**config.mk**
```make
export PLATFORM = sky130hd
export DESIGN_NAME = lock_controller_flat
export DESIGN_NICKNAME = d
export VERILOG_FILES = /design/src/rtl/lock_controller_pkg.sv /design/src/rtl/lock_controller_if.sv /design/src/rtl/lock_controller_key_edge.sv /design/src/rtl/lock_controller.sv /design/src/flat_wrapper.sv
export SDC_FILE = /design/constraint.sdc
export NUM_CORES = 1
export LEC_CHECK = 0
export BUFFER_PORTS_ARGS = -buffer_cell sky130_fd_sc_hd__buf_2
export CAP_MARGIN = 5
export CELL_PAD_IN_SITES_DETAIL_PLACEMENT = 0
export CELL_PAD_IN_SITES_GLOBAL_PLACEMENT = 1
export CORE_MARGIN = 5
export CORE_UTILIZATION = 50
export CTS_BUF_LIST = sky130_fd_sc_hd__clkbuf_4 sky130_fd_sc_hd__clkbuf_8
export DETAILED_ROUTE_END_ITERATION = 7
export PLACE_DENSITY_LB_ADDON = 0.1
export SLEW_MARGIN = 15
export SYNTH_ARGS = -nofsm -noshare
export SYNTH_HDL_FRONTEND = slang
export SYNTH_SLANG_ARGS = --single-unit
```
**constraint.sdc**
```tcl
create_clock -name clock -period 6.2 [get_ports clock]
set_input_delay 0.31 -clock clock [delete_from_list [all_inputs] [get_ports clock]]
set_output_delay 0.31 -clock clock [all_outputs]
set_load 0.1 [all_outputs]
```
**src/rtl/lock_controller_pkg.sv**
```systemverilog
// Shared key-code constants, FSM state encoding and a key classification
// helper for the keypad lock controller.
package lock_pkg;

    localparam logic [3:0] KEY_STAR = 4'hA;
    localparam logic [3:0] KEY_HASH = 4'hB;

    // Encoding 2'd3 is unused; the controller steers it back to ST_LOCKED.
    typedef enum logic [1:0] {
        ST_LOCKED  = 2'd0,
        ST_OPEN    = 2'd1,
        ST_LOCKOUT = 2'd2
    } state_t;

    // Codes 0-9 are digits; 'hA/'hB are command keys; 'hC-'hF are invalid.
    function automatic logic is_digit(input logic [3:0] code);
        return code <= 4'd9;
    endfunction

endpackage

```
**src/rtl/lock_controller_if.sv**
```systemverilog
// Keypad-side bundle of the lock controller: scanner code/valid in,
// lock status and debug outputs back.
interface lock_controller_if;

    logic [3:0] Code;
    logic       Valid;
    logic       Unlock;
    logic       Alarm;
    logic       Err;
    logic [2:0] Count;
    logic [1:0] State;

    // Keypad scanner / test driver side.
    modport master (
        output Code,
        output Valid,
        input  Unlock,
        input  Alarm,
        input  Err,
        input  Count,
        input  State
    );

    // Lock controller side.
    modport slave (
        input  Code,
        input  Valid,
        output Unlock,
        output Alarm,
        output Err,
        output Count,
        output State
    );

endinterface

```
**src/rtl/lock_controller_key_edge.sv**
```systemverilog
// Key press detector: turns a held Valid level into a single-cycle strobe
// in the cycle Valid is first seen high, and presents the key code with it.
module key_edge (
    input  logic       clock,
    input  logic       reset,
    input  logic       valid,
    input  logic [3:0] code,
    output logic       key_stb,
    output logic [3:0] key_code
);

    logic valid_d;
    logic valid_q;

    // Next value of the edge register is simply the current Valid level.
    always_comb begin
        valid_d = valid;
    end

    // Edge register holding Valid from the previous cycle.
    always_ff @(posedge clock or posedge reset) begin
        if (reset) begin
            valid_q <= 1'b0;
        end else begin
            valid_q <= valid_d;
        end
    end

    // Code is stable while Valid is high, so it can travel with the strobe
    // directly; the controller registers the effect of the key.
    assign key_stb  = valid & ~valid_q;
    assign key_code = code;

endmodule

```
**src/rtl/lock_controller.sv**
```systemverilog
// Keypad lock controller: password entry, open window with password change,
// and lockout after repeated failures. All outputs are registered.
module lock_controller
    import lock_pkg::*;
#(
    parameter int                  PW_LEN         = 4,
    parameter logic [PW_LEN*4-1:0] DEFAULT_PW     = 16'h1234,
    parameter int                  MAX_TRIES      = 3,
    parameter int                  OPEN_CYCLES    = 1000,
    parameter int                  LOCKOUT_CYCLES = 5000
) (
    input  logic              clock,
    input  logic              reset,
    lock_controller_if.slave  kp
);

    localparam int BW   = PW_LEN * 4;
    localparam int TMAX = (OPEN_CYCLES > LOCKOUT_CYCLES) ? OPEN_CYCLES : LOCKOUT_CYCLES;
    localparam int TW   = $clog2(TMAX + 1);
    localparam int FW   = $clog2(MAX_TRIES + 1);

    localparam logic [2:0]    FULL   = 3'(PW_LEN);
    localparam logic [TW-1:0] T_OPEN = TW'(OPEN_CYCLES);
    localparam logic [TW-1:0] T_LOCK = TW'(LOCKOUT_CYCLES);
    localparam logic [TW-1:0] T_ONE  = TW'(1);
    localparam logic [FW-1:0] F_MAX  = FW'(MAX_TRIES);

    logic          key_stb;
    logic [3:0]    key_code;

    state_t        state_q;
    logic [BW-1:0] buf_q;
    logic [2:0]    count_q;
    logic          over_q;
    logic [FW-1:0] fail_q;
    logic [TW-1:0] timer_q;
    logic [BW-1:0] pw_q;
    logic          unlock_q;
    logic          alarm_q;
    logic          err_q;

    logic [BW-1:0] buf_shift;
    logic [FW-1:0] fail_inc;
    logic          entry_full;
    logic          expire;

    key_edge u_key_edge (
        .clock    (clock),
        .reset    (reset),
        .valid    (kp.Valid),
        .code     (kp.Code),
        .key_stb  (key_stb),
        .key_code (key_code)
    );

    assign buf_shift  = (buf_q << 4) | BW'(key_code);
    assign fail_inc   = fail_q + FW'(1);
    assign entry_full = (count_q == FULL) && !over_q;
    // Timer reaching its last cycle ends OPEN/LOCKOUT and shadows any key.
    assign expire     = (timer_q <= T_ONE);

    // Main FSM: state, entry buffer, counters, stored password and outputs.
    always_ff @(posedge clock or posedge reset) begin
        if (reset) begin
            state_q  <= ST_LOCKED;
            buf_q    <= '0;
            count_q  <= '0;
            over_q   <= 1'b0;
            fail_q   <= '0;
            timer_q  <= '0;
            pw_q     <= DEFAULT_PW;
            unlock_q <= 1'b0;
            alarm_q  <= 1'b0;
            err_q    <= 1'b0;
        end else begin
            err_q <= 1'b0;
            case (state_q)
                ST_LOCKED: begin
                    if (key_stb) begin
                        if (is_digit(key_code)) begin
                            if (count_q == FULL) begin
                                over_q <= 1'b1;
                            end else begin
                                buf_q   <= buf_shift;
                                count_q <= count_q + 3'd1;
                            end
                        end else if (key_code == KEY_STAR) begin
                            buf_q   <= '0;
                            count_q <= '0;
                            over_q  <= 1'b0;
                        end else if (key_code == KEY_HASH && count_q != 3'd0) begin
                            buf_q   <= '0;
                            count_q <= '0;
                            over_q  <= 1'b0;
                            if (entry_full && buf_q == pw_q) begin
                                state_q  <= ST_OPEN;
                                unlock_q <= 1'b1;
                                fail_q   <= '0;
                                timer_q  <= T_OPEN;
                            end else begin
                                err_q  <= 1'b1;
                                fail_q <= fail_inc;
                                if (fail_inc == F_MAX) begin
                                    state_q <= ST_LOCKOUT;
                                    alarm_q <= 1'b1;
                                    timer_q <= T_LOCK;
                                end
                            end
                        end
                    end
                end

                ST_OPEN: begin
                    if (expire) begin
                        state_q  <= ST_LOCKED;
                        unlock_q <= 1'b0;
                        timer_q  <= '0;
                        buf_q    <= '0;
                        count_q  <= '0;
                        over_q   <= 1'b0;
                    end else begin
                        timer_q <= timer_q - T_ONE;
                        if (key_stb) begin
                            if (is_digit(key_code)) begin
                                if (count_q == FULL) begin
                                    over_q <= 1'b1;
                                end else begin
                                    buf_q   <= buf_shift;
                                    count_q <= count_q + 3'd1;
                                end
                            end else if (key_code == KEY_STAR) begin
                                state_q  <= ST_LOCKED;
                                unlock_q <= 1'b0;
                                timer_q  <= '0;
                                buf_q    <= '0;
                                count_q  <= '0;
                                over_q   <= 1'b0;
                            end else if (key_code == KEY_HASH) begin
                                buf_q   <= '0;
                                count_q <= '0;
                                over_q  <= 1'b0;
                                if (entry_full) begin
                                    pw_q     <= buf_q;
                                    state_q  <= ST_LOCKED;
                                    unlock_q <= 1'b0;
                                    timer_q  <= '0;
                                end else begin
                                    err_q <= 1'b1;
                                end
                            end
                        end
                    end
                end

                ST_LOCKOUT: begin
                    if (expire) begin
                        state_q <= ST_LOCKED;
                        alarm_q <= 1'b0;
                        fail_q  <= '0;
                        timer_q <= '0;
                    end else begin
                        timer_q <= timer_q - T_ONE;
                    end
                end

                default: begin
                    state_q  <= ST_LOCKED;
                    unlock_q <= 1'b0;
                    alarm_q  <= 1'b0;
                    timer_q  <= '0;
                    buf_q    <= '0;
                    count_q  <= '0;
                    over_q   <= 1'b0;
                end
            endcase
        end
    end

    assign kp.Unlock = unlock_q;
    assign kp.Alarm  = alarm_q;
    assign kp.Err    = err_q;
    assign kp.Count  = count_q;
    assign kp.State  = state_q;

endmodule

```
**src/flat_wrapper.sv**
```systemverilog
// flat-port wrapper written by rule: the top's interface ports become plain ports
module lock_controller_flat import lock_pkg::*;
#(
    parameter int                  PW_LEN         = 4,
    parameter logic [PW_LEN*4-1:0] DEFAULT_PW     = 16'h1234,
    parameter int                  MAX_TRIES      = 3,
    parameter int                  OPEN_CYCLES    = 1000,
    parameter int                  LOCKOUT_CYCLES = 5000
)
  (clock, reset, kp_Code, kp_Valid, kp_Unlock, kp_Alarm, kp_Err, kp_Count, kp_State);
  lock_controller_if kp_i ();
  input  logic clock;
  input  logic reset;
  input wire logic [$bits(kp_i.Code)-1:0] kp_Code;
  input wire logic [$bits(kp_i.Valid)-1:0] kp_Valid;
  output wire logic [$bits(kp_i.Unlock)-1:0] kp_Unlock;
  output wire logic [$bits(kp_i.Alarm)-1:0] kp_Alarm;
  output wire logic [$bits(kp_i.Err)-1:0] kp_Err;
  output wire logic [$bits(kp_i.Count)-1:0] kp_Count;
  output wire logic [$bits(kp_i.State)-1:0] kp_State;
  assign kp_i.Code = kp_Code;
  assign kp_i.Valid = kp_Valid;
  assign kp_Unlock = kp_i.Unlock;
  assign kp_Alarm = kp_i.Alarm;
  assign kp_Err = kp_i.Err;
  assign kp_Count = kp_i.Count;
  assign kp_State = kp_i.State;
  lock_controller #(.PW_LEN(PW_LEN), .DEFAULT_PW(DEFAULT_PW), .MAX_TRIES(MAX_TRIES), .OPEN_CYCLES(OPEN_CYCLES), .LOCKOUT_CYCLES(LOCKOUT_CYCLES)) u_core (.clock(clock), .reset(reset), .kp(kp_i));
endmodule
```
==> impl_metrics.py <==
metrics = {
    "run_status": {
        "status": "finished, final reports clean",
    },
    "sta": {
        "hold_violations": 0,
        "final.period_utilization_pct": 43.57,
        "slew_viol_final": 0,
        "period_needed_ns": 2.701,
        "grt_setup_unrepaired": "no",
        "relSlewSlack_pct": 52.22,
        "setup_viol": 0,
        "tightest_slew_ns": 0.7166,
        "max_freq_mhz": 370.2,
        "final.setup.tns_ns": 0,
        "worst_clock_skew_ns": 0.006480,
    },
    "min_path": {
        "holdCritPathClass": "input pin to flop",
        "holdPathStages": 1,
    },
    "synthesis": {
        "async_reset_ff_share_pct": 100.0,
        "synth_cell_types": 57,
        "ys_seq_area_share_pct": 47.77,
        "synth_enable_flop_cells": 0,
        "yosys_warnings": 0,
        "synth_seq_cells": 57,
        "synth_fp_nets": 286,
        "ys.flop_type": "dfrtp_1",
        "netlist_instances": 274,
        "synth_area_per_cell_um2": 10.95,
        "syn-cell-area_mm2": 0.002999,
    },
    "cts": {
        "clockBufferDepth": 2,
        "holdBufCountCts": 0,
        "cts_root_buf": "clkbuf_8",
        "tritoncts": "done",
        "numCtsBuffers": 9,
        "htree_levels": 3,
        "clk_pin_slew_worst_paths_ns": 0.07,
        "cts_sinks": 57,
        "cts_setup_buffers": 0,
        "cts-resized-gates": 0,
        "clk_latency_ns": 0.33,
    },
    "power_and_ir_drop": {
        "vdd_drop_max_mv": 0.1740,
        "power_leakage_uw": 0.001538,
        "power_density_mw_per_mm2": 319.8,
    },
    "routing": {
        "first_pass_iters": 4,
        "drcViolationCount": 0,
        "first_iter_violations": 54,
        "wire_per_inst_um": 16.67,
        "vias": 2145,
        "drtAntennaViolNets": 0,
        "viasPerCell": 5.829,
        "wirelength_mm": 6.133,
    },
    "critical_path": {
        "startpoint": "u_core.timer_q[6]",
        "reg2regPathDepth": 6,
        "crit_path_end": "u_core.kp.Count[0]",
        "crit_fanout": 17,
        "cp_num_buf_inv": 0,
        "worstReg2RegStart": "u_core.timer_q[6]",
        "worstPathArrival_ns": 2.97,
        "crit_family": "simple AND/OR/NAND/NOR gates",
        "cp.depth": 6,
        "end_kind": "flop",
        "reg2reg_slack_ns": 3.50,
        "critPathSlowestCell": "or4_4",
        "required_ns": 6.47,
        "crit_chain": "or4_4 -> nor2_8 -> o2111ai_4 -> a31oi_4 -> and3_1 -> mux2_2",
        "r2r_end": "u_core.kp.Count[0]",
        "slowest_delay_ns": 0.64,
        "start_kind": "flop",
        "critPathKind": "flop to flop",
    },
    "finish": {
        "fillCellCount": 545,
        "regArea_mm2": 0.001433,
        "fin_util_pct": 56.38,
        "syn_to_final_growth_pct": 10.64,
        "antenna_cells": 0,
        "nets": 300,
        "drive_gt1_share_pct": 21.16,
        "multiInputGateArea_mm2": 0.001429,
    },
    "placed_design": {
        "gp_congestion": 0.8551,
        "portBuffers": 14,
        "dpl.hpwl_mm": 4.148,
    },
    "grt": {
        "grt_pass1_wl_mm": 10.45,
        "grt_max_degree": 58,
        "antenna_found_initial": 0,
        "grt_use_total_pct": 17.73,
        "overflow": 0,
        "grt_pass1_vias": 2128,
    },
    "floorplanning": {
        "core_mm2": 0.005886,
        "die_h_um": 87.45,
        "initial_core_util_pct": 50.96,
        "fp-row-count": 28,
        "dieArea_mm2": 0.007648,
        "io_pins": 15,
        "die_w_um": 87.45,
    },
    "flow_run": {
        "cap_violations": 0,
    },
}
## cells in the mapped netlist (all sizes together), types with 2 or more instances
master | instances | area share, %
mux2 | 17 | 6.4
o31ai | 2 | 0.50
dfstp | 5 | 4.4
o22ai | 2 | 0.42
a31o | 2 | 0.58
o2111ai | 2 | 1.2
a21oi | 15 | 2.6
a32o | 2 | 0.67
nor4 | 4 | 0.83
inv | 12 | 1.5
xnor2 | 15 | 4.4
nand2b | 3 | 0.63
a31oi | 3 | 1.1
dfrtp | 52 | 43
nor3 | 8 | 1.3
o21ai | 18 | 3.0
or2 | 2 | 0.42
nand4 | 5 | 1.3
nor2 | 17 | 2.8
or3 | 2 | 0.42
and2 | 3 | 0.63
a22oi | 2 | 0.50
nand3 | 4 | 0.67
xor2 | 2 | 0.58
nand2 | 16 | 2.0
o2bb2ai | 7 | 2.0
a22o | 18 | 5.3
ha | 5 | 2.1
clkbuf | 3 | 0.38
buf | 9 | 2.7
nor2b | 2 | 0.42
## worst register-to-register path, stage by stage (launching register included)
cell	delay [ns]
dfrtp_1	0.45
or4_4	0.64
nor2_8	0.15
o2111ai_4	0.22
a31oi_4	0.32
and3_1	0.60
mux2_2	0.27
## layout by cell type, fill, tap and decap left out, types with 11 or more instances in the layout
master / n
clkbuf_8: 12
inv_1: 11
nand2_1: 16
mux2_2: 13
xnor2_1: 15
a22o_1: 18
a21oi_1: 14
dfrtp_1: 52
o21ai_0: 15
nor2_1: 15
buf_2: 14
## stage by stage
| step | instance area (um2) | hold WS (ns) | setup WS, ns | cells | power [uW] |
|---|---|---|---|---|---|
| 2_1_floorplan | 2999 | 0.3414 | 3.460 | 274 | 606.7 |
| 3_3_place_gp | 3078 | 0.4479 | 3.565 | 352 | 653.2 |
| 3_5_place_dp | 3078 | 0.4511 | 3.500 | 352 | 656.3 |
| 4_1_cts | 3318 | 0.09700 | 3.490 | 368 | 1075 |
| 5_1_grt | 3318 | 0.1024 | 3.351 | 368 | 1116 |
| 6_report | 3318 | 0.1158 | 3.499 | 368 | 1061 |
## how the worst min path moves through the flow
stage	slack, ns	end	start
floorplan	0.34	u_core.u_key_edge.valid_q	kp_Valid
CTS	0.1	u_core.u_key_edge.valid_q	kp_Valid
finish	0.12	u_core.u_key_edge.valid_q	kp_Valid
global placement	0.45	u_core.u_key_edge.valid_q	kp_Valid
detailed placement	0.45	u_core.u_key_edge.valid_q	kp_Valid
global route	0.10	u_core.u_key_edge.valid_q	kp_Valid
## layout make-up
cell class / count / area share [%]
clock buffers: 14 / 5.430
clock inverters: 2 / 1.810
inverters: 12 / 1.357
multi-input cells: 193 / 43.06
flip-flops and latches: 57 / 43.17
well taps: 75 / 2.828
repair buffers: 15 / 2.338
## registers in the layout, summed over array words and instances (netlist names), 2 cells and up
register         cells
u_core.kp.Count      3
u_core.fail_q        2
u_core.pw_q         16
u_core.kp.State      2
u_core.buf_q        16
u_core.timer_q      13
## cells by family (layout without fill, tap and decap cells)
logic type | after synthesis | in the layout | share of synthesized area (%)
buffers and inverters | 24 | 43 | 4.589
multiplexers | 18 | 18 | 6.717
AO/OA/AOI/OAI | 80 | 80 | 20.32
adder cells (fa/ha/maj) | 5 | 5 | 2.086
AND/OR/NAND/NOR | 73 | 73 | 13.56
XOR/XNOR | 17 | 17 | 4.965
flip-flops | 57 | 57 | 47.77
## metal layers
metal,track usage [%],up-vias,wire length (um)
li1,-,1036,-
met1,23.84,1068,2890
met2,27.47,34,2985
met4,8.787,0,104
met5,0,-,0
met3,3.122,7,154
## where the power goes
group	total, uW	switching, uW	internal (uW)
sequential	441	36.3	405
clock	414	145	269
combinational	206	136	69.7
total	1060	318	744
No activity file was read; power rests on OpenSTA's default activity.
